===== src/rtl/muldiv_pkg.sv =====
// muldiv_pkg: shared definitions for the multi-cycle multiply/divide sequencer.
//   - op encodings (op[0] selects divide, op[1] selects unsigned)
//   - FSM state encoding (3 bits)
//   - ITER: iteration count, equal to the default operand width
package muldiv_pkg;

    localparam int ITER = 32;

    localparam logic [1:0] OP_MULT  = 2'b00;
    localparam logic [1:0] OP_DIV   = 2'b01;
    localparam logic [1:0] OP_MULTU = 2'b10;
    localparam logic [1:0] OP_DIVU  = 2'b11;

    typedef enum logic [2:0] {
        S_IDLE = 3'd0,
        S_PREP = 3'd1,
        S_RUN  = 3'd2,
        S_FIX  = 3'd3,
        S_DONE = 3'd4
    } state_e;

endpackage


===== src/rtl/muldiv_step.sv =====
// muldiv_step: one combinational iteration on the 2W-bit working register.
//   acc    : working register ({P, multiplier} or {remainder, quotient})
//   opnd   : multiplicand (multiply) or divisor (divide), unsigned magnitude
//   is_div : 0 = shift-add multiply step, 1 = restoring divide step
//   nxt    : working register after this iteration
module muldiv_step #(
    parameter int WIDTH = 32
) (
    input  logic [2*WIDTH-1:0] acc,
    input  logic [WIDTH-1:0]   opnd,
    input  logic               is_div,
    output logic [2*WIDTH-1:0] nxt
);

    logic [WIDTH:0]     sum;
    logic [2*WIDTH-1:0] mul_nxt;
    logic [WIDTH:0]     rem_sh;
    logic [WIDTH-1:0]   diff;
    logic               ge;
    logic [2*WIDTH-1:0] div_nxt;

    // Multiply: conditional add into the upper half, the carry becomes the
    // new MSB after the right shift.
    assign sum     = {1'b0, acc[2*WIDTH-1:WIDTH]} + (acc[0] ? {1'b0, opnd} : '0);
    assign mul_nxt = {sum, acc[WIDTH-1:1]};

    // Divide: the shifted remainder needs WIDTH+1 bits, since a remainder
    // just below a large divisor doubles past 2^WIDTH. When ge holds the
    // difference is below 2^WIDTH, so a WIDTH-bit modular subtract is exact.
    assign rem_sh  = acc[2*WIDTH-1:WIDTH-1];
    assign ge      = rem_sh >= {1'b0, opnd};
    assign diff    = rem_sh[WIDTH-1:0] - opnd;
    assign div_nxt = {(ge ? diff : rem_sh[WIDTH-1:0]), acc[WIDTH-2:0], ge};

    assign nxt = is_div ? div_nxt : mul_nxt;

endmodule


===== src/rtl/muldiv_seq.sv =====
// muldiv_seq: multi-cycle signed/unsigned multiply and restoring divide.
//   clk      : clock, rising edge
//   rst      : asynchronous active-low reset
//   start    : one-cycle request, honoured in IDLE or DONE only
//   op       : 00 MULT, 01 DIV, 10 MULTU, 11 DIVU
//   a, b     : operands, sampled in PREP only
//   busy     : high in PREP, RUN, FIX
//   done     : one-cycle pulse in DONE, hi/lo valid
//   div_zero : pulses with done for a divide by zero (hi/lo untouched)
//   hi, lo   : product[2W-1:W]/product[W-1:0] or remainder/quotient
// Optional feature macro: MULDIV_UNSIGNED_EN (enables op[1] unsigned ops;
// without it every op is treated as signed).
module muldiv_seq
    import muldiv_pkg::*;
#(
    parameter int WIDTH = ITER
) (
    input  logic             clk,
    input  logic             rst,
    input  logic             start,
    input  logic [1:0]       op,
    input  logic [WIDTH-1:0] a,
    input  logic [WIDTH-1:0] b,
    output logic             busy,
    output logic             done,
    output logic             div_zero,
    output logic [WIDTH-1:0] hi,
    output logic [WIDTH-1:0] lo
);

    localparam int CW = $clog2(WIDTH);

    state_e             state_q, state_d;
    logic [CW-1:0]      cnt_q, cnt_d;
    logic [2*WIDTH-1:0] acc_q, acc_d;
    logic [WIDTH-1:0]   opnd_q, opnd_d;
    logic               sign_a_q, sign_a_d;
    logic               sign_b_q, sign_b_d;
    logic               is_div_q, is_div_d;
    logic               dz_q, dz_d;
    logic [WIDTH-1:0]   hi_q, hi_d;
    logic [WIDTH-1:0]   lo_q, lo_d;

    logic               uns;
    logic               a_neg, b_neg;
    logic [WIDTH-1:0]   a_mag, b_mag;
    logic [2*WIDTH-1:0] step_nxt;
    logic [2*WIDTH-1:0] prod_neg;
    logic [WIDTH-1:0]   quo, rem;

`ifdef MULDIV_UNSIGNED_EN
    assign uns = op[1];
`else
    logic unused_op1;
    assign uns        = 1'b0;
    assign unused_op1 = op[1];
`endif

    // Magnitudes as unsigned; -(0x80..0) wraps back to 0x80..0, which is
    // already the correct unsigned magnitude.
    assign a_neg = ~uns & a[WIDTH-1];
    assign b_neg = ~uns & b[WIDTH-1];
    assign a_mag = a_neg ? (~a + 1'b1) : a;
    assign b_mag = b_neg ? (~b + 1'b1) : b;

    muldiv_step #(.WIDTH(WIDTH)) u_step (
        .acc    (acc_q),
        .opnd   (opnd_q),
        .is_div (is_div_q),
        .nxt    (step_nxt)
    );

    assign prod_neg = ~acc_q + 1'b1;
    assign quo      = acc_q[WIDTH-1:0];
    assign rem      = acc_q[2*WIDTH-1:WIDTH];

    always_ff @(posedge clk or negedge rst) begin
        if (!rst) begin
            state_q  <= S_IDLE;
            cnt_q    <= '0;
            acc_q    <= '0;
            opnd_q   <= '0;
            sign_a_q <= 1'b0;
            sign_b_q <= 1'b0;
            is_div_q <= 1'b0;
            dz_q     <= 1'b0;
            hi_q     <= '0;
            lo_q     <= '0;
        end else begin
            state_q  <= state_d;
            cnt_q    <= cnt_d;
            acc_q    <= acc_d;
            opnd_q   <= opnd_d;
            sign_a_q <= sign_a_d;
            sign_b_q <= sign_b_d;
            is_div_q <= is_div_d;
            dz_q     <= dz_d;
            hi_q     <= hi_d;
            lo_q     <= lo_d;
        end
    end

    always_comb begin
        state_d  = state_q;
        cnt_d    = cnt_q;
        acc_d    = acc_q;
        opnd_d   = opnd_q;
        sign_a_d = sign_a_q;
        sign_b_d = sign_b_q;
        is_div_d = is_div_q;
        dz_d     = dz_q;
        hi_d     = hi_q;
        lo_d     = lo_q;

        case (state_q)
            S_IDLE: begin
                if (start) state_d = S_PREP;
            end
            S_PREP: begin
                sign_a_d = a_neg;
                sign_b_d = b_neg;
                is_div_d = op[0];
                cnt_d    = CW'(WIDTH - 1);
                // Multiply: {0, multiplier}, multiplicand held aside.
                // Divide:   {0, dividend},   divisor held aside.
                acc_d    = {{WIDTH{1'b0}}, (op[0] ? a_mag : b_mag)};
                opnd_d   = op[0] ? b_mag : a_mag;
                if (op[0] && (b == '0)) begin
                    dz_d    = 1'b1;
                    state_d = S_DONE;
                end else begin
                    state_d = S_RUN;
                end
            end
            S_RUN: begin
                acc_d = step_nxt;
                cnt_d = cnt_q - 1'b1;
                if (cnt_q == '0) state_d = S_FIX;
            end
            S_FIX: begin
                if (is_div_q) begin
                    lo_d = (sign_a_q ^ sign_b_q) ? (~quo + 1'b1) : quo;
                    hi_d = sign_a_q ? (~rem + 1'b1) : rem;
                end else begin
                    {hi_d, lo_d} = (sign_a_q ^ sign_b_q) ? prod_neg : acc_q;
                end
                state_d = S_DONE;
            end
            S_DONE: begin
                dz_d    = 1'b0;
                state_d = start ? S_PREP : S_IDLE;
            end
            default: state_d = S_IDLE;
        endcase
    end

    assign busy     = (state_q == S_PREP) || (state_q == S_RUN) || (state_q == S_FIX);
    assign done     = (state_q == S_DONE);
    assign div_zero = done & dz_q;
    assign hi       = hi_q;
    assign lo       = lo_q;

endmodule

===== config.mk =====
export PLATFORM = sky130hd
export DESIGN_NAME = muldiv_seq
export DESIGN_NICKNAME = d
export VERILOG_FILES = /design/src/rtl/muldiv_pkg.sv /design/src/rtl/muldiv_step.sv /design/src/rtl/muldiv_seq.sv
export SDC_FILE = /design/constraint.sdc
export NUM_CORES = 1
export LEC_CHECK = 0
export CAP_MARGIN = 20
export CELL_PAD_IN_SITES_DETAIL_PLACEMENT = 1
export CELL_PAD_IN_SITES_GLOBAL_PLACEMENT = 1
export CORE_MARGIN = 3
export CORE_UTILIZATION = 40
export DETAILED_ROUTE_END_ITERATION = 12
export HOLD_SLACK_MARGIN = 0.06
export PLACE_DENSITY = 0.78
export SYNTH_ARGS = -nofsm -noshare
export SYNTH_HDL_FRONTEND = slang
export SYNTH_SLANG_ARGS = --single-unit

===== constraint.sdc =====
create_clock -name clk -period 3.1 [get_ports clk]
set_input_delay 0.62 -clock clk [delete_from_list [all_inputs] [get_ports clk]]
set_output_delay 0.62 -clock clk [all_outputs]
set_load 0.01 [all_outputs]

**Word-level counts from Yosys, hierarchy flattened**

Index checks and enable logic that the tools add are counted.

- Bits in registers: 172
- Bits of input ports: 69
- Output and inout port bits: 67
- Word-level logic and storage cells: 64

- Add/subtract/negate cells: 8
- Magnitude comparators: 1
- Equality and inequality tests: 7
- Multiplexer cells: 21
- Bitwise logic cells: 7
- Reduce and logical (&&, ||, !) cells: 10

Operators with widths:

| operator | number |
|---|---|
| $mux 32 | 10 |
| $add 32x1->32 const B | 4 |
| $mux 64 | 2 |
| $not 32->32 | 4 |
| $pmux 64 s2 | 1 |
| $add 64x1->64 const B | 1 |
| $not 64->64 | 1 |
| $add 32x33->33 | 1 |
| $ge 33x32->1 | 1 |
| $logic_not 32->1 | 1 |
| $sub 32x32->32 | 1 |
| $pmux 3 s5 | 1 |
| $pmux 5 s2 | 1 |
| $mux 3 | 3 |
| $eq 3x2->1 const B | 2 |
| $ne 2x2->1 const B | 3 |
| $logic_not 5->1 | 1 |
| $sub 5x1->5 const B | 1 |
| $reduce_and 2->1 | 2 |
| $reduce_bool 2->1 | 2 |
| $eq 3x1->1 const B | 1 |
| $eq 3x3->1 const B | 1 |
| $logic_not 3->1 | 1 |
| $logic_or 1x1->1 | 2 |
| other kinds (5) | 6 |

**Depth between registers and ports, before layout**

Gate-level depths: netlist (run 1).

- Depth after elaboration: 5
- Gate-level depth with buffers: 14
- Mapped depth without buffers: 13

**Hierarchy**

A second synthesis (run 1) with hierarchy kept.

- Cells, all modules: 1797
- Area total of the unflattened synthesis: 14870.5 um2

Modules (own cells, without submodules):

| module | times used | cells an instance | area an instance (um2) | seq. area each (um2) |
|---|---|---|---|---|
| muldiv_seq | 1 | 1126 | 10172.3 | 4304.1 |
| muldiv_step | 1 | 671 | 4698.3 | 0.0 |

**Worst setup path before layout (run 1)**

Ideal clock, no wire load.

- Kind: register to register
- Start: reg acc_q[31]
- End: reg acc_q[62]
- Library setup time: 104 ps
- Data arrival time: 3131 ps
- Data required time: 2996 ps
- Setup slack: -135 ps
- Cell stages (with the launch flop): 14
- Path buffers: 0
- Period minus slack after synthesis: 3235 ps
- Cells stage by stage: dfrtp_1 -> inv_1 -> ha_1 -> inv_1 -> fa_1 -> a21o_1 -> a221oi_1 -> o21ai_0 -> a31o_2 -> a221oi_1 -> o31ai_1 -> xor2_1 -> mux2i_1 -> a221oi_1

- Cells in the longest elaborated chain, start to end: 4
- Elaborated cells on any way between the ends: 5
- Those cells by class: 1 x add/sub; 1 x order compare; 3 x mux

RTL lines:

| element | line | RTL |
|---|---|---|
| start: declaration | muldiv_seq.sv:35 | `logic [2*WIDTH-1:0] acc_q, acc_d;` |
| start signal: assignment | muldiv_seq.sv:81 | `acc_q <= '0;` |
| start signal: assignment | muldiv_seq.sv:92 | `acc_q <= acc_d;` |
| $sub 32x32->32 / $ge 33x32->1 (equally long branches) | muldiv_step.sv:32, muldiv_step.sv:31 |  |
| $mux 32 * | muldiv_step.sv:33 | `assign div_nxt = {(ge ? diff : rem_sh[WIDTH-1:0]), acc[WIDTH-2:0], ge};` |
| $mux 64 * | muldiv_step.sv:35 | `assign nxt = is_div ? div_nxt : mul_nxt;` |
| $pmux 64 s2 * | muldiv_seq.sv:115 | `case (state_q)` |

Mark *: on every way between the ends. The rest lies on a longest branch, timed or not.
A chain may end at the register's enable or synchronous reset.

**Final worst setup path (run 1)**

- Start: reg opnd_q[13]
- End: reg acc_q[56]

- Cells in the longest elaborated chain, start to end: 4
- Elaborated cells on any way between the ends: 7
- Those cells by class: 2 x add/sub; 1 x order compare; 4 x mux

RTL lines:

| element | line | RTL |
|---|---|---|
| start: declaration | muldiv_seq.sv:36 | `logic [WIDTH-1:0] opnd_q, opnd_d;` |
| start signal: assignment | muldiv_seq.sv:93 | `opnd_q <= opnd_d;` |
| $mux 32, or another cell as far along | muldiv_step.sv:24 | `assign sum = {1'b0, acc[2*WIDTH-1:WIDTH]} + (acc[0] ? {1'b0, opnd} : '0);` |
| $add 32x33->33 / $mux 32 (equally long branches) | muldiv_step.sv:24, muldiv_step.sv:33 |  |
| $mux 64 * | muldiv_step.sv:35 |  |
| $pmux 64 s2 * | muldiv_seq.sv:115 |  |

Marks and branches as above.

==> results.toml, run 1 <==
[logic_synthesis]
synth_top_flop_cell = "dfrtp_1"
syn_nets = 1925
synthCells = 1784
synthAdderAreaFrac_pct = 6.39
synth_compound_area_share_pct = 24.5
postSynthAreaPerCell_um2 = 8.04
netlist_area_um2 = 14300
synth_edf_count = 0
async_flop_share_pct = 100
synth_top_family_by_area = "compound AO/OA/AOI/OAI gates"
ys_ff_latch = 172
synth_warnings = 0
synth-xor-area-share_pct = 10.4
synth_cell_types = 77
synthMuxAreaShare_pct = 4.85
synth_simple_gate_area_share_pct = 18.6
yosysSeqAreaShare_pct = 30.0

[run_status]
violations = "negative setup slack"
status = "finished with violations"

[cells_and_area]
fin_cells = 2699
final_core_util_pct = 59.7
drive_gt1_share_pct = 29.1
syn_to_final_growth_pct = 45.6
nets = 2372
final_common_cell = "buf_4"
antenna_cells_inserted = 0
mostFrequentLayoutCells = "buf_4, nand2_1, o21ai_0"
design_area_um2 = 20900

[die]
die_area_um2 = 38200
die-height_um = 195
io_pins = 136
core_area_um2 = 35000
start_util_pct = 41.0
die_x_um = 195
num_rows = 68

[min_path]
hp-class = "input port to asynchronous set/reset pin"

[worst_setup_path]
slowest_delay_ns = 0.40
reg2reg_slack_ns = -0.35
worst-setup-path-type = "flip-flop to flip-flop"
end_kind = "flip-flop"
path_buf_inv = 2
worstPathMaxFanout = 5
cp-start-kind = "flip-flop"
worstPathCellList = "inv_1 > ha_1 > buf_4 > a21oi_1 > o21ai_0 > a221o_1 > a31o_2 > a221o_1 > a221oi_2 > xnor2_1 > mux2i_1 > o211ai_1"
cp_common_cell = "a221o_1"
cpMaxStageDelayCell = "dfrtp_1"
worstPathArrival_ns = 3.83
required_ns = 3.48
cp_top_family = "compound AO/OA/AOI/OAI gates"

[route]
drt-wirelength-per-cell_um = 27.5
drt_first_pass_iters = 5
vias_per_cell = 6.42
drc = 0
drt_first_iter_violations = 1758
vias = 17300
ant_nets = 0
routed_wl_mm = 74.2

[power_and_ir_drop]
power_switching_w = 0.0128
sw_frac_of_total_pct = 50.6
vdd_drop_max_v = 0.000492
leakage_nw = 9.37
seqPwrFrac_pct = 17.0
p_int_w = 0.0125
combPwrFrac_pct = 73.9
p_clk_share_pct = 9.1
power_density_nw_per_um2 = 1210

[global_route]
track_usage_pct = 32.6
overflow = 0
grt_pass1_wl_mm = 98.3
grt_pass1_vias = 17000
grt_max_degree = 64
antenna_found_initial = 4

[clock_network]
cts_buffers = 17
ctsHoldBuffers = 0
cts_tree = "built"
clkLatencyLatePin_ns = 0.49
cts.clk_slew.worst_paths_ns = 0.09
cts_root_buffer = "clkbuf_16"
clock_sinks = 172
htreeDepth = 4
cts_buffer_depth = 2

[placed_design]
dp.cells = 2598
place_ws_ns = -0.718
dp_hpwl_mm = 47.4
placed_cell_area_um2 = 18400
gp_congestion = 0.935
numPortBuffers = 134

[timing]
max_freq_ghz = 0.290
final_critical_path_setup_slack_ns = -0.351
period_share_pct = 111
setup_violations = 33
grt_setup_unrepaired = "yes"
finalHoldViolCount = 0
fin_crit_ns = 3.45
finalMaxSlewViolations = 0
worstMarginPinSlew_ns = 0.867
slew_headroom_pct = 42.0
fin_skew_ns = 0.0173

[run]
drv_cap = 0
-- registers in the layout, summed over array words and instances (netlist names) --
register,cells
dz_q,1
opnd_q,32
lo,32
sign_a_q,1
state_q,3
sign_b_q,1
hi,32
acc_q,64
cnt_q,5
is_div_q,1
-- cell usage after synthesis (8+ instances only) --
master | n | area [µm²]
o221ai_1 | 36 | 315
a31oi_1 | 12 | 75.1
ha_1 | 70 | 876
dfrtp_1 | 172 | 4300
a22o_1 | 8 | 70.1
a22oi_1 | 12 | 90.1
o41ai_1 | 14 | 123
or3_1 | 24 | 150
nand2b_1 | 16 | 100
o21a_1 | 8 | 60.1
and3_1 | 9 | 56.3
a221oi_1 | 11 | 96.3
xor2_1 | 92 | 806
nand3_1 | 22 | 110
a211oi_1 | 11 | 82.6
o31ai_1 | 28 | 210
o21ai_0 | 203 | 1020
o211ai_1 | 12 | 90.1
a21oi_1 | 99 | 495
inv_1 | 72 | 270
mux2i_1 | 65 | 651
nor4_1 | 11 | 68.8
or4_1 | 15 | 113
nor3_1 | 34 | 170
xnor2_1 | 79 | 692
a21o_1 | 33 | 248
clkbuf_1 | 86 | 323
nand4_1 | 13 | 81.3
a221o_1 | 13 | 130
nor2_1 | 135 | 507
nand2_1 | 242 | 908
or2_2 | 9 | 56.3
-- power groups by stage --
stage	combinational, W	clock [W]	sequential (W)
after global placement	0.0145	0	0.00408
final	0.0187	0.00230	0.00429
after floorplan	0.00848	0	0.00412
after CTS	0.0158	0.00226	0.00415
after global routing	0.0196	0.00239	0.00436
after detailed placement	0.0150	0	0.00415
-- cells by family (layout without fill, tap and decap cells) --
group	count (synthesis)	count (layout)
and+or+nand+nor	573	573
AOI/OAI and AO/OA	549	549
buffers and inverters	178	638
DFF	172	172
xor gates and xnor gates	171	171
adders and majority gates	72	72
muxes	69	69
-- through the flow --
step	power (W)	hold WS, ns	TNS (ns)
2_1_floorplan	0.0126	0.324	-0.0302
5_1_grt	0.0264	0.174	-7.10
3_3_place_gp	0.0186	0.461	-21.34
3_5_place_dp	0.0191	0.469	-28.66
4_1_cts	0.0223	0.166	-0.249
6_report	0.0253	0.138	-3.24
-- worst paths after layout --
kind	startpoint	to	depth (start not counted)
setup / recovery	opnd_q[13]	acc_q[56]	12
hold / removal	rst	lo[7]	1
setup reg to reg	opnd_q[13]	acc_q[56]	12
hold reg to reg	hi[15]	hi[15]	2
max in group asynchronous	rst	acc_q[36]	2
min in group clk	hi[15]	hi[15]	2
-- layout make-up --
class,instances,area [µm²]
clock buffers,18,429
clock inverters,14,170
fillers,4113,14100
inverters,72,273
multi-input cells,1434,10600
flip-flops and latches,172,4310
well taps,455,569
repair buffers,534,4580
-- per-layer routing --
layer,GRT usage [%],vias up,share of wire [%]
li1,-,7325,-
met1,42.5,8575,38
met2,54.1,1059,46
met3,4.85,362,8.5
met4,13.5,2,7.1
met5,0,-,0.019
-- timing repair --
action	4_1_cts	5_1_grt
setup endpoints to repair	66	75
pin swaps	52	112
setup buffers	20	50
cloned	1	2
gates resized for setup	110	192
Power figures use the tool's default switching activity.
==> inputs of run 2 (changes only) <==
CTS_CLUSTER_DIAMETER = 200   (was default)
==> results of run 2 <==
Same layout as run 1: the final DEF is identical, and so are final timing and power.
==> inputs of run 3 (changes only) <==
ABC_AREA = 1   (was default)
CORE_UTILIZATION = 38   (was 40)
PLACE_DENSITY = 0.79   (was 0.78)
==> results.toml, run 3 <==
[timing]
worstMarginPinSlew_ns = 0.834
tns_ns = 0
setup_violations = 0
grt_setup_unrepaired = "no"
max_freq_ghz = 0.356
finalMaxSlewViolations = 0
slew_headroom_pct = 44.4
finalHoldViolCount = 0
fin_crit_ns = 2.81
fin_skew_ns = 0.0260
period_share_pct = 90.6

[logic_synthesis]
synth_top_area_share_pct = 24.8
yosysSeqAreaShare_pct = 24.8
yosys-top-cells-count = "nand2_1, inv_1, nor2_1"
synth_top_flop_cell = "dfrtp_1"
synth_top_area_cell = "dfrtp_1"
synth_warnings = 0
synth_compound_area_share_pct = 12.8
syn_nets = 3072
ys_ff_latch = 172
postSynthAreaPerCell_um2 = 5.91
netlist_area_um2 = 17300
synth_simple_gate_area_share_pct = 40.9
synthAdderAreaFrac_pct = 5.29
synth_edf_count = 0
synthMuxAreaShare_pct = 0
synthCells = 2931
async_flop_share_pct = 100
synth_top_family_by_area = "simple AND/OR/NAND/NOR gates"
synth-xor-area-share_pct = 4.30
synth_cell_types = 53
yosysMostFrequentCell = "nand2_1"
synthTopCellsByArea = "dfrtp_1, nand2_1, inv_1"

[clock_network]
cts_tree = "built"
cts_buffer_depth = 2
clock_sinks = 172
cts_setup_buffers = 0
clkLatencyLatePin_ns = 0.50
htreeDepth = 4
cts_buffers = 17
ctsHoldBuffers = 0
cts.clk_slew.worst_paths_ns = 0.09
cts_root_buffer = "clkbuf_16"

[cells_and_area]
fin_cells = 3693
nets = 3229
largest_reg_flops = 64
syn_to_final_growth_pct = 17.8
design_area_um2 = 20400
antenna_cells_inserted = 0
drive_gt1_share_pct = 6.06
largest_register = "acc_q"
mostFrequentLayoutCells = "nand2_1, inv_1, nor2_1"
final_common_cell = "nand2_1"

[global_route]
top_usage_layer = "met2"
use_met2_pct = 53.8
grt_pass1_vias = 20400
grt_pass1_wl_mm = 122
antenna_found_initial = 0
grt_max_degree = 88
grt_use_met3_pct = 5.28
overflow = 0
track_usage_pct = 33.5
global_route.usage.met1_pct = 46.0

[worst_setup_path]
worstPathCellList = "nand2_1 > inv_1 > ha_1 > a21oi_1 > nand2_1 > nand2_1 > nand2_1 > nand2_1 > nand2_1 > nand2_1 > nand2_1 > nand2_1 > nand3_1 > nand2_1 > inv_1 > nand2_1 > nand2_1"
cp-start-kind = "flip-flop"
rr_worst_depth = 17
worstPathArrival_ns = 3.20
worstPathMaxFanout = 7
worst-setup-path-type = "flip-flop to flip-flop"
end_kind = "flip-flop"
cp_num_cells = 17
slowest_delay_ns = 0.49
cp_common_cell = "nand2_1"
required_ns = 3.49
path_buf_inv = 2
cpMaxStageDelayCell = "dfrtp_2"
cp_top_family = "simple AND/OR/NAND/NOR gates"

[route]
vias = 20500
drt_first_iter_violations = 1611
drc = 0
ant_nets = 0
drt-wirelength-per-cell_um = 22.1
routed_wl_mm = 81.6
drt_first_pass_iters = 5
vias_per_cell = 5.55

[die]
die_area_um2 = 48200
core_area_um2 = 44600
num_rows = 77
die_x_um = 220
die-height_um = 220
io_pins = 136
start_util_pct = 38.8

[placed_design]
gp_congestion = 0.979
placed_cell_area_um2 = 19800
dp_hpwl_mm = 67.6
dp.cells = 3661
numPortBuffers = 134

[power_and_ir_drop]
vdd_drop_max_v = 0.000453
power_density_nw_per_um2 = 1170
leakage_nw = 10.7

[min_path]
hp-class = "input port to asynchronous set/reset pin"

[run_status]
status = "complete, no violations"

[run]
drv_cap = 0
run 3: routing by layer:
metal	wire, µm	part of all wire [%]	vias to the layer above
li1	-	-	9651
met1	36900	45	10100
met2	36800	45	660
met3	5070	6.2	131
met4	2770	3.4	0
met5	0	0	-
run 3: final timing paths:
check / startpoint / to / slack (ns)
worst min register to register: hi[31] / hi[31] / 0.48
min in group clk: hi[31] / hi[31] / 0.48
worst max register to register: acc_q[0] / acc_q[60] / 0.29
worst min-delay path: rst / hi[15] / 0.12
max in group asynchronous: rst / opnd_q[0] / 2.11
worst max-delay path: acc_q[0] / acc_q[60] / 0.29
run 3: final cells by class:
class,count,area (µm²)
fill,6116,24200
multi-input combinational,2231,11000
sequential,172,4310
timing repair buffer,226,2070
inverter,440,1650
tap,592,741
clock buffer,18,439
clock inverter,14,196
run 3: power by group:
group          total [W]  leakage, nW  internal (W)  switching [W]
clock            0.00237        0.308       0.00119        0.00118
sequential       0.00445         2.14       0.00329        0.00116
combinational     0.0171         8.24       0.00558         0.0115
total             0.0239         10.7        0.0101         0.0139
run 3: logic make-up (layout without fill, tap and decap cells):
family,count (synthesis),after routing
xor gates and xnor gates,85,85
AOI/OAI and AO/OA,379,379
adders and majority gates,72,72
buffers and inverters,528,698
and+or+nand+nor,1695,1695
DFF,172,172
run 3: timing repair:
action / CTS / global route
gates resized for setup: 0 / 2
hold endpoints to repair: 0 / 0
endpoints found under the setup margin: 0 / 3
run 3: worst register-to-register path: stages (launching register included):
cell,delay [ns]
dfrtp_2,0.49
nand2_1,0.09
inv_1,0.07
ha_1,0.41
a21oi_1,0.31
nand2_1,0.22
nand2_1,0.13
nand2_1,0.11
nand2_1,0.10
nand2_1,0.18
nand2_1,0.18
nand2_1,0.07
nand2_1,0.07
nand3_1,0.06
nand2_1,0.08
inv_1,0.06
nand2_1,0.05
nand2_1,0.05
run 3: metrics by stage:
stage / total power [W] / util, % / setup slack (ns) / hold slack, ns
final: 0.0239 / 45.7 / 0.290 / 0.119
after global routing: 0.0258 / 45.7 / 0.0403 / 0.163
after CTS: 0.0237 / 45.7 / 0.183 / 0.151
after detailed placement: 0.0213 / 44.3 / 0.190 / 0.465
after global placement: 0.0208 / 44.3 / 0.216 / 0.462
after floorplan: 0.0145 / - / 0.669 / 0.324
